$ cat src/rtl/rr_load_scheduler.sv
// Round-robin scheduler for a shared MUX + load-enabled register.
// It picks a requester, drives the MUX select and the load, and tracks whether the register holds a value.
module rr_load_scheduler #(
    parameter int unsigned NREQ = 4,
    parameter int unsigned SELW = 2
) (
    input  logic            clk,
    input  logic            rst,
    input  logic [NREQ-1:0] req,
    output logic [SELW-1:0] sel,
    output logic            ld,
    output logic [NREQ-1:0] gnt,
    output logic            out_valid,
    input  logic            out_ready
);

    typedef enum logic {
        IDLE = 1'b0,
        FULL = 1'b1
    } state_t;

    state_t          r_state;
    logic [SELW-1:0] r_last;

    state_t          w_state_nxt;
    logic [SELW-1:0] w_last_nxt;
    logic [SELW-1:0] w_win;
    logic [SELW-1:0] w_idx;
    logic            w_found;
    logic            w_any;
    logic            w_can_load;
    logic            w_ld;

    // Scan last+1, last+2, ... modulo NREQ; the previous winner is checked last.
    always_comb begin
        w_win   = r_last;
        w_found = 1'b0;
        w_idx   = '0;
        for (int unsigned i = 1; i <= NREQ; i++) begin
            w_idx = SELW'((32'(r_last) + i) % NREQ);
            if (!w_found && req[w_idx]) begin
                w_win   = w_idx;
                w_found = 1'b1;
            end
        end
    end

    assign w_any      = |req;
    assign w_can_load = (r_state == IDLE) || ((r_state == FULL) && out_ready);
    assign w_ld       = w_can_load && w_any && !rst;

    always_comb begin
        w_state_nxt = r_state;
        w_last_nxt  = r_last;
        ld          = w_ld;
        sel         = '0;
        gnt         = '0;
        if (!rst) begin
            // When nothing is loaded the select holds the last winner so the MUX stays stable.
            sel = w_ld ? w_win : r_last;
        end
        if (w_ld) begin
            gnt = NREQ'(1) << sel;
        end
        case (r_state)
            IDLE: begin
                if (w_ld) begin
                    w_state_nxt = FULL;
                    w_last_nxt  = w_win;
                end
            end
            FULL: begin
                if (out_ready) begin
                    if (w_ld) begin
                        w_last_nxt = w_win;
                    end else begin
                        w_state_nxt = IDLE;
                    end
                end
            end
            default: w_state_nxt = IDLE;
        endcase
    end

    always_ff @(posedge clk) begin
        if (rst) begin
            r_state <= IDLE;
            r_last  <= SELW'(NREQ - 1);
        end else begin
            r_state <= w_state_nxt;
            r_last  <= w_last_nxt;
        end
    end

    assign out_valid = (r_state == FULL);

endmodule

$ cat config.mk
export PLATFORM = sky130hd
export DESIGN_NAME = rr_load_scheduler
export DESIGN_NICKNAME = d
export VERILOG_FILES = /design/src/rtl/rr_load_scheduler.sv
export SDC_FILE = /design/constraint.sdc
export NUM_CORES = 1
export LEC_CHECK = 0
export CAP_MARGIN = 15
export CORE_AREA = 5 5 42 44
export CTS_BUF_LIST = sky130_fd_sc_hd__clkbuf_2
export CTS_CLUSTER_SIZE = 14
export DETAILED_ROUTE_END_ITERATION = 7
export DIE_AREA = 0 0 47 49
export PLACE_DENSITY_LB_ADDON = 0.12
export SYNTH_ARGS = -nofsm -noshare
export SYNTH_HDL_FRONTEND = slang
export SYNTH_SLANG_ARGS = --single-unit
$ cat constraint.sdc
create_clock -name clk -period 2.6 [get_ports clk]
set_input_delay 0.78 -clock clk [delete_from_list [all_inputs] [get_ports clk]]
set_output_delay 0.78 -clock clk [all_outputs]
set_load 0.02 [all_outputs]
; ---- Word level (Yosys, flattened, before mapping)
; Cells that the tools add are included.
; W data, S select, Z words.
[classes]
addsub = 4
multipliers = 0
div_mod_pow = 0
magnitude_cmp = 4
n_eq_ne = 1
shifts = 1
mux = 23
n_bitwise = 1
reduce_logical = 12
[op_table]
columns = cell, count
row1 = $mux W2, 7
row2 = $lt A2 B3 Y1 const B, 4
row3 = $mux W1, 9
row4 = $bmux W1 S2, 4
row5 = $logic_and A1 B1 Y1, 6
row6 = $add A2 B1 Y2 const B, 2
row7 = $add A2 B2 Y2 const B, 2
row8 = $logic_not A1 Y1, 4
row9 = $mux W4, 1
row10 = $pmux W2 S2, 1
row11 = $reduce_or A4 Y1, 1
row12 = $shl A1 B2 Y4 const A, 1
row13 = $ne A2 B2 Y1 const B, 1
row14 = $pmux W1 S2, 1
row15 = $logic_or A1 B1 Y1, 1
row16 = $not A1 Y1, 1
[word_totals]
regBits = 3
latchBits = 0
mem_bits_rw = 0
rom_bits = 0
in_bits = 7
memories = 0

; ---- Depth between registers and ports, before layout
; Gate-level depths: netlist (run 1).
[depth]
ltp_word = 17
mapped_depth = 6

; ---- Least setup slack after synthesis (run 1)
; OpenSTA, ideal clock, no wires.
[synth_timing]
path_kind = input -> output
startpoint = input req[1]
endpoint = output gnt[3]
t_arrival_ps = 2136
setup_slack_ps = -316
cell_stages = 6
n_path_buf = 1
cell_sequence = buf_4 o21ai_1 a21oi_1 a221oi_2 inv_2 nor4_1
[synth_via]
elab_chain_cells = 16
word_cells_on_any_way = 28
cone_classes = shift (1) / mux (18) / reduce/logical (9)
[synth_rtl]
columns = element, line
row1 = start: declaration, 9  ; input logic [NREQ-1:0] req,
row2 = $bmux W1 S2, 41  ; if (!w_found && req[w_idx]) begin
row3 = $mux W1 (not written as such), 41
row4 = $mux W1, 41
row5 = $logic_not A1 Y1, 41
row6 = $logic_and A1 B1 Y1, 41
row7 = $mux W1, 41
row8 = $logic_not A1 Y1, 41
row9 = $logic_and A1 B1 Y1, 41
row10 = $mux W1, 41
row11 = $logic_not A1 Y1, 41
row12 = $logic_and A1 B1 Y1, 41
row13 = $mux W2, 41
row14 = $mux W2, --
row15 = $mux W2, 58  ; if (!rst) begin
row16 = $shl A1 B2 Y4, 63  ; gnt = NREQ'(1) << sel;
row17 = $mux W4 *, 62  ; if (w_ld) begin
row18 = end: declaration, 12  ; output logic [NREQ-1:0] gnt,
; Mark *: on every way between the ends. The rest lies on a longest branch, timed or not. The select of a mux whose other input is x is not followed.

; ---- Worst setup path in the final report (run 1)
[layout_timing]
startpoint = input req[3]
endpoint = output sel[1]
[layout_via]
elab_chain_cells = 14
word_cells_on_any_way = 26
cone_classes = mux (17) / reduce/logical (9)
[layout_rtl]
columns = element, line
row1 = $bmux W1 S2, 41
row2 = $mux W1 (not written as such), 41
row3 = $mux W1, 41
row4 = $logic_not A1 Y1, 41
row5 = $logic_and A1 B1 Y1, 41
row6 = $mux W1, 41
row7 = $logic_not A1 Y1, 41
row8 = $logic_and A1 B1 Y1, 41
row9 = $mux W1, 41
row10 = $logic_not A1 Y1, 41
row11 = $logic_and A1 B1 Y1, 41
row12 = $mux W2, 41
row13 = $mux W2 *, --
row14 = $mux W2 *, 58
row15 = end: declaration, 10  ; output logic [SELW-1:0] sel,
; Marked as above.

==> run_results.csv, run 1 <==
group,metric,value,unit
status,outcome,"complete, but fails checks",
status,violations,"setup timing",
cells_and_area,drive_gt1_share,73.6,%
worst_setup_path,crit_chain,"buf_12, buf_6, nand3b_1, o21ai_1, a222oi_1, mux2i_1, nor2_2, buf_6",
die,start_util,27.5,%
timing,period_needed,2.76,ns
hold_path,hp-class,"flip-flop to flip-flop",
cells_and_area,final_util,63.7,%
timing,hold_viol,0,
synth,synth_cells,54,
placed_design,io_buffers,14,
routing,routed_wirelength,1530,µm
synth,ys_seq_area_share,15.6,%
placed_design,place_area,618,µm²
pwr,cellPowerDensity,653,nW/µm²
synth,synthFlopType,"dfxtp_1",
synth,synth-async-reset-ratio,0,%
synth,yosysWarnings,0,
worst_setup_path,critPathCaptureType,"output pin",
clocking,cts_tree,"done",
die,core,1400,µm²
grt,antenna_found_initial,0,
timing,fin_hold_ws,0.527,ns
timing,finalSetupViolations,5,
clocking,cts-root-buf,"clkbuf_2",
cells_and_area,syn2layout_area_growth,132,%
clocking,clock_sinks,3,
worst_setup_path,worst_ep_arrival_time,1.98,ns
routing,dr.pass1.iters,4,
timing,layout_setup_ws,-0.156,ns
clocking,insertion_delay,0.21,ns
grt,grt_pass1_vias,567,
worst_setup_path,cpMostUsedCell,"buf_6",
worst_setup_path,crit_path_start_kind,"primary input",
routing,wire_per_inst,14.3,µm
die,die_area,2300,µm²
worst_setup_path,crit_path_max_incr_delay,0.32,ns
routing,drtIter0Drc,5,
grt,grtUsageTotal,14.3,%
pwr,leakage,0.399,nW
job,maxCapViolCount,0,
routing,ant_nets,0,
grt,grt_overflow,0,
worst_setup_path,path_class,"primary input to output pin",
placed_design,pre_cts_ws,-1.10,ns
die,die_x,47,µm
clocking,htreeDepth,1,
timing,slew_headroom,70.6,%
worst_setup_path,required,1.82,ns
routing,vias,541,
synth,yosys_register_bits,3,
timing,timing.final.crit_share,106,%
placed_design,dp.final_hpwl,880,µm
die,die_h,49,µm
pwr,power,0.584,mW
grt,grt_max_degree,9,
synth,syn-cell-area,385,µm²
synth,synth.distinct_cells,27,
timing,fmax,363,MHz
timing,worst-slew-pin-transition,0.441,ns
worst_setup_path,crit_buf_inv,3,
die,fp-row-count,14,
synth,avgSynthCellArea,7.14,µm²
synth,synth_nets,61,
die,pin_count,15,
timing,rsz0062_at_grt,"yes",
timing,drv_slew,0,
worst_setup_path,crit_fanout,5,
synth,synth-edff-count,0,
clocking,clock_path_buffers,2,
cells_and_area,nets,99,
timing,fin_worst_skew,0.00639,ns
placed_design,place_congestion,0.731,
routing,drc_errors,0,
worst_setup_path,crit_path_top_delay_cell,"mux2i_1",
pwr,ir_drop,0.000328,V
routing,via_per_inst,5.06,
grt,grt_pass1_wl,2410,µm
clocking,cts_hold_buf,0,
clocking,cts.clk_slew.worst_paths,0.04,ns
clocking,cts_made_buffers,3,
worst_setup_path,crit_family,"compound AO/OA/AOI/OAI gates",
cells_and_area,diodes,0,
cells_and_area,fin_area,893,µm²
## cell usage in the layout, fill, tap and decap left out, drive strengths merged, types with 2 or more instances in the layout
cell,instances
nor3,2
clkbuf,4
a21oi,5
nand3b,2
dfxtp,3
nor4,3
nor2,9
nand2,4
inv,3
buf,35
nand2b,5
or2b,2
o21ai,3
## synth_stat cells (2+ instances only)
library cell	number	share of area [%]
nor2_1	8	7.8
o21ai_0	2	2.6
a21oi_1	5	6.5
dfxtp_1	3	16
buf_4	2	3.9
nand3b_1	2	3.9
nor4_1	2	3.2
nand2b_1	5	8.1
nor3_1	2	2.6
or2b_1	2	3.9
inv_1	2	1.9
nand2_1	4	3.9
## power breakdown
part	switching [mW]	internal (mW)	leakage, nW
clock	0.0280	0.0406	0.0166
sequential	0.0272	0.0557	0.0251
combinational	0.190	0.242	0.357
total	0.245	0.339	0.399
## path summary, 6_finish.rpt
path | start | end | slack (ns) | cells past startpoint
worst max register to register | r_last[0] | r_last[0] | 0.42 | 12
worst min register to register | out_valid | out_valid | 0.53 | 2
worst max-delay path | req[3] | sel[1] | -0.16 | 8
worst min-delay path | out_valid | out_valid | 0.53 | 2
## flip-flops by register name, indices dropped and copies added (netlist names)
name       count
r_last         2
out_valid      1
## what timing repair did
item | 4_1_cts | 5_1_grt
pin swaps | 13 | 7
resized for setup | 89 | 19
setup buffers | 10 | 1
setup endpoints to repair | 7 | 7
## kinds of logic after synthesis
kind of cell,Yosys count,synth area share [%]
compound gates,13,25.0
mux,1,2.60
buf+inv,7,11.0
flops,3,15.6
xor+xnor,1,2.27
simple gates,29,43.5
## metrics by stage
stage	instances	TNS, ns
floorplan	54	-0.212
global placement	92	-7.17
detailed placement	92	-6.97
CTS	106	-0.379
global route	107	-0.780
finish	107	-0.351
## metal layers
layer | up-vias | wire (µm) | track usage (%)
met5 | - | 0 | 0
met2 | 15 | 833 | 22.9
li1 | 265 | - | -
met4 | 0 | 4 | 5.53
met3 | 2 | 68 | 4.06
met1 | 259 | 627 | 17.5
## layout make-up
class,count,area (µm²)
repair buffers,37,344
multi-input cells,44,438
clock buffers,4,20.0
inverters,3,11.3
fillers,122,508
flip-flops and latches,3,60.1
well taps,16,20.0
## worst register-to-register path, delay by kind of cell, from the launching register on
family          cells  cell delay, ns
buf+inv             7            0.94
compound gates      1            0.19
flops               1            0.59
xor+xnor            1            0.15
simple gates        3            0.26
Note: power is estimated with default switching activity, not from simulation.
==> run 2: changes to the inputs <==
--- a/config.mk
+++ b/config.mk
@@ -5,6 +5,7 @@
 export SDC_FILE = /design/constraint.sdc
 export NUM_CORES = 1
 export LEC_CHECK = 0
+export ABC_AREA = 1
 export CAP_MARGIN = 15
 export CORE_AREA = 5 5 42 44
 export CTS_BUF_LIST = sky130_fd_sc_hd__clkbuf_2
==> run_results.csv, run 2 <==
group,metric,value,unit
status,outcome,"complete, but fails checks",
status,violations,"setup timing",
synth,synth_nets,98,
worst_setup_path,crit_family,"buffers and inverters",
routing,drc_errors,0,
worst_setup_path,crit_buf_inv,4,
timing,finalSetupViolations,6,
synth,yosysWarnings,0,
die,die_area,2300,µm²
cells_and_area,largest_register_ffs,2,
cells_and_area,layout_commonest_cell,"nand2_1",
routing,wire_per_inst,11.5,µm
routing,dr.pass1.iters,4,
synth,synth-async-reset-ratio,0,%
routing,ant_nets,0,
grt,top_usage_layer,"met2",
worst_setup_path,crit_path_start_kind,"primary input",
synth,synth.distinct_cells,19,
placed_design,dp.final_hpwl,1100,µm
routing,via_per_inst,4.77,
grt,use_met1,20.1,%
cells_and_area,multi_input_area,566,µm²
placed_design,place_area,808,µm²
cells_and_area,final_cell_mix,"21 x nand2_1, 16 x buf_4, 14 x nand2_4, 9 x nand2_2, 8 x buf_6",
clocking,cts-root-buf,"clkbuf_2",
placed_design,io_buffers,14,
worst_setup_path,crit_path_top_delay_cell,"buf_4",
worst_setup_path,crit_path_max_incr_delay,0.16,ns
worst_setup_path,worst_ep_arrival_time,1.90,ns
job,maxCapViolCount,0,
timing,rsz0062_at_grt,"yes",
timing,layout_setup_ws,-0.0824,ns
synth,synthTopCellsByArea,"nand2_1 18%, nand2_2 12%, nand2_4 12%, dfxtp_1 10%, inv_1 5.9%",
grt,grtUsageTotal,16.0,%
cells_and_area,top_register,"r_last",
die,fp-row-count,14,
pwr,power,0.497,mW
grt,use_met3,2.21,%
synth,synthFlopType,"dfxtp_1",
timing,worst-slew-pin-transition,0.212,ns
timing,hold_viol,0,
synth,ys_top_cells_by_count,"27 x nand2_1, 11 x nand2_2, 9 x inv_1",
cells_and_area,diodes,0,
grt,grt_pass1_vias,648,
grt,grt_max_degree,11,
synth,yosys_register_bits,3,
worst_setup_path,crit_fanout,4,
synth,avgSynthCellArea,6.34,µm²
hold_path,hp-class,"flip-flop to flip-flop",
clocking,insertion_delay,0.19,ns
clocking,clock_path_buffers,2,
cells_and_area,syn2layout_area_growth,74.0,%
grt,gr-usage-met2,27.4,%
die,pin_count,15,
synth,synth-edff-count,0,
timing,fin_worst_skew,0.00354,ns
cells_and_area,drive_gt1_share,68.5,%
timing,fmax,373,MHz
cells_and_area,fin_area,1000,µm²
synth,yosys.area.top_type,"nand2_1",
timing,fin_hold_ws,0.595,ns
worst_setup_path,critPathCaptureType,"output pin",
timing,drv_slew,0,
cells_and_area,regArea,62.6,µm²
pwr,leakage,0.515,nW
cells_and_area,fillerInstances,117,
synth,yosysMostFrequentCell,"nand2_1",
clocking,cts.clk_slew.worst_paths,0.04,ns
die,die_h,49,µm
routing,drtIter0Drc,8,
cells_and_area,final_util,71.6,%
grt,antenna_found_initial,0,
placed_design,place_congestion,0.799,
synth,syn-cell-area,577,µm²
clocking,clock_sinks,3,
timing,timing.final.crit_share,103,%
die,core,1400,µm²
die,start_util,41.2,%
worst_setup_path,crit_chain,"buf_8, nand2_4, nand2_4, nand2_4, nand2_4, clkinv_4, nor2_2, o21ai_2, o211ai_1, buf_4, a21oi_2, buf_4",
clocking,cts_tree,"done",
timing,period_needed,2.68,ns
clocking,cts_made_buffers,3,
worst_setup_path,required,1.82,ns
synth,synth_cells,91,
pwr,cellPowerDensity,495,nW/µm²
routing,routed_wirelength,1600,µm
cells_and_area,nets,132,
synth,synth_top_area_share,17.6,%
grt,grt_pass1_wl,2780,µm
clocking,htreeDepth,1,
synth,ys_seq_area_share,10.4,%
routing,vias,668,
die,die_x,47,µm
grt,grt_overflow,0,
timing,slew_headroom,85.8,%
worst_setup_path,path_class,"primary input to output pin",
worst_setup_path,cpMostUsedCell,"nand2_4",
pwr,ir_drop,0.000361,V
[run 2: cell types whose count changed after synthesis, sizes merged, moves of 3 or more]
cell	previous run	this run
inv	3	11
nand3	0	7
nand2	4	45
nand2b	5	0
nor4	3	0
nand4	0	3
[run 2: final cells by class]
type | instances | share of cell area, %
clock buffer | 4 | 2.00
inverter | 12 | 5.24
multi-input combinational | 74 | 56.4
sequential | 3 | 6.23
tap | 16 | 2.00
timing repair buffer | 31 | 28.2
[run 2: power by group]
group | total (mW) | internal (mW) | switching [mW] | leakage [nW]
Sequential | 0.0594 | 0.0521 | 0.00738 | 0.0246
Combinational | 0.375 | 0.162 | 0.213 | 0.474
Clock | 0.0628 | 0.0406 | 0.0222 | 0.0166
[run 2: repair_timing]
action | in CTS | in global routing
setup buffers | 1 | 3
endpoints found under the setup margin | 7 | 7
gates cloned | 0 | 1
pin swaps | 25 | 11
hold buffers | 0 | 0
endpoints found under the hold margin | 0 | 0
resized for setup | 93 | 7
[run 2: path summary, 6_finish.rpt]
check	start	to	slack, ns	depth (start not counted)
setup / recovery	req[1]	gnt[1]	-0.08	12
setup reg to reg	r_last[0]	r_last[1]	0.93	12
hold / removal	out_valid	out_valid	0.60	4
hold reg to reg	out_valid	out_valid	0.60	4
[run 2: cell families (layout without fill, tap and decap cells)]
kind of cell	Yosys count	count (layout)	synth area share, %
AOI/OAI and AO/OA	9	9	9.55
and+or+nand+nor	65	65	67.5
DFF	3	3	10.4
buffers and inverters	14	47	12.6
[run 2: through the flow]
| stage | cells | setup TNS (ns) | setup slack [ns] |
|---|---|---|---|
| after floorplan | 91 | 0 | 0.0289 |
| after global placement | 131 | -6.41 | -0.961 |
| after detailed placement | 131 | -6.53 | -0.990 |
| after CTS | 136 | -0.447 | -0.112 |
| after global routing | 140 | -0.768 | -0.140 |
| final | 140 | -0.342 | -0.0824 |
[run 2: worst min-delay path: cells and delay by family, from the launching register on]
family | cells | cell delay [ns]
flops | 1 | 0.30
simple gates | 3 | 0.18
buf+inv | 1 | 0.06
[run 2: layer usage]
| metal | vias to the layer above | wire length, µm |
|---|---|---|
| met5 | - | 0 |
| met4 | 0 | 0 |
| met3 | 0 | 34 |
| met2 | 9 | 888 |
| met1 | 307 | 680 |
| li1 | 352 | - |
==> run 3: changes to the inputs <==
--- a/config.mk
+++ b/config.mk
@@ -13,6 +13,7 @@
 export DETAILED_ROUTE_END_ITERATION = 7
 export DIE_AREA = 0 0 47 49
 export PLACE_DENSITY_LB_ADDON = 0.12
+export SLEW_MARGIN = 15
 export SYNTH_ARGS = -nofsm -noshare
 export SYNTH_HDL_FRONTEND = slang
 export SYNTH_SLANG_ARGS = --single-unit
==> results of run 3 <==
Same layout as run 2: the final DEF is identical, and so are final timing and power.
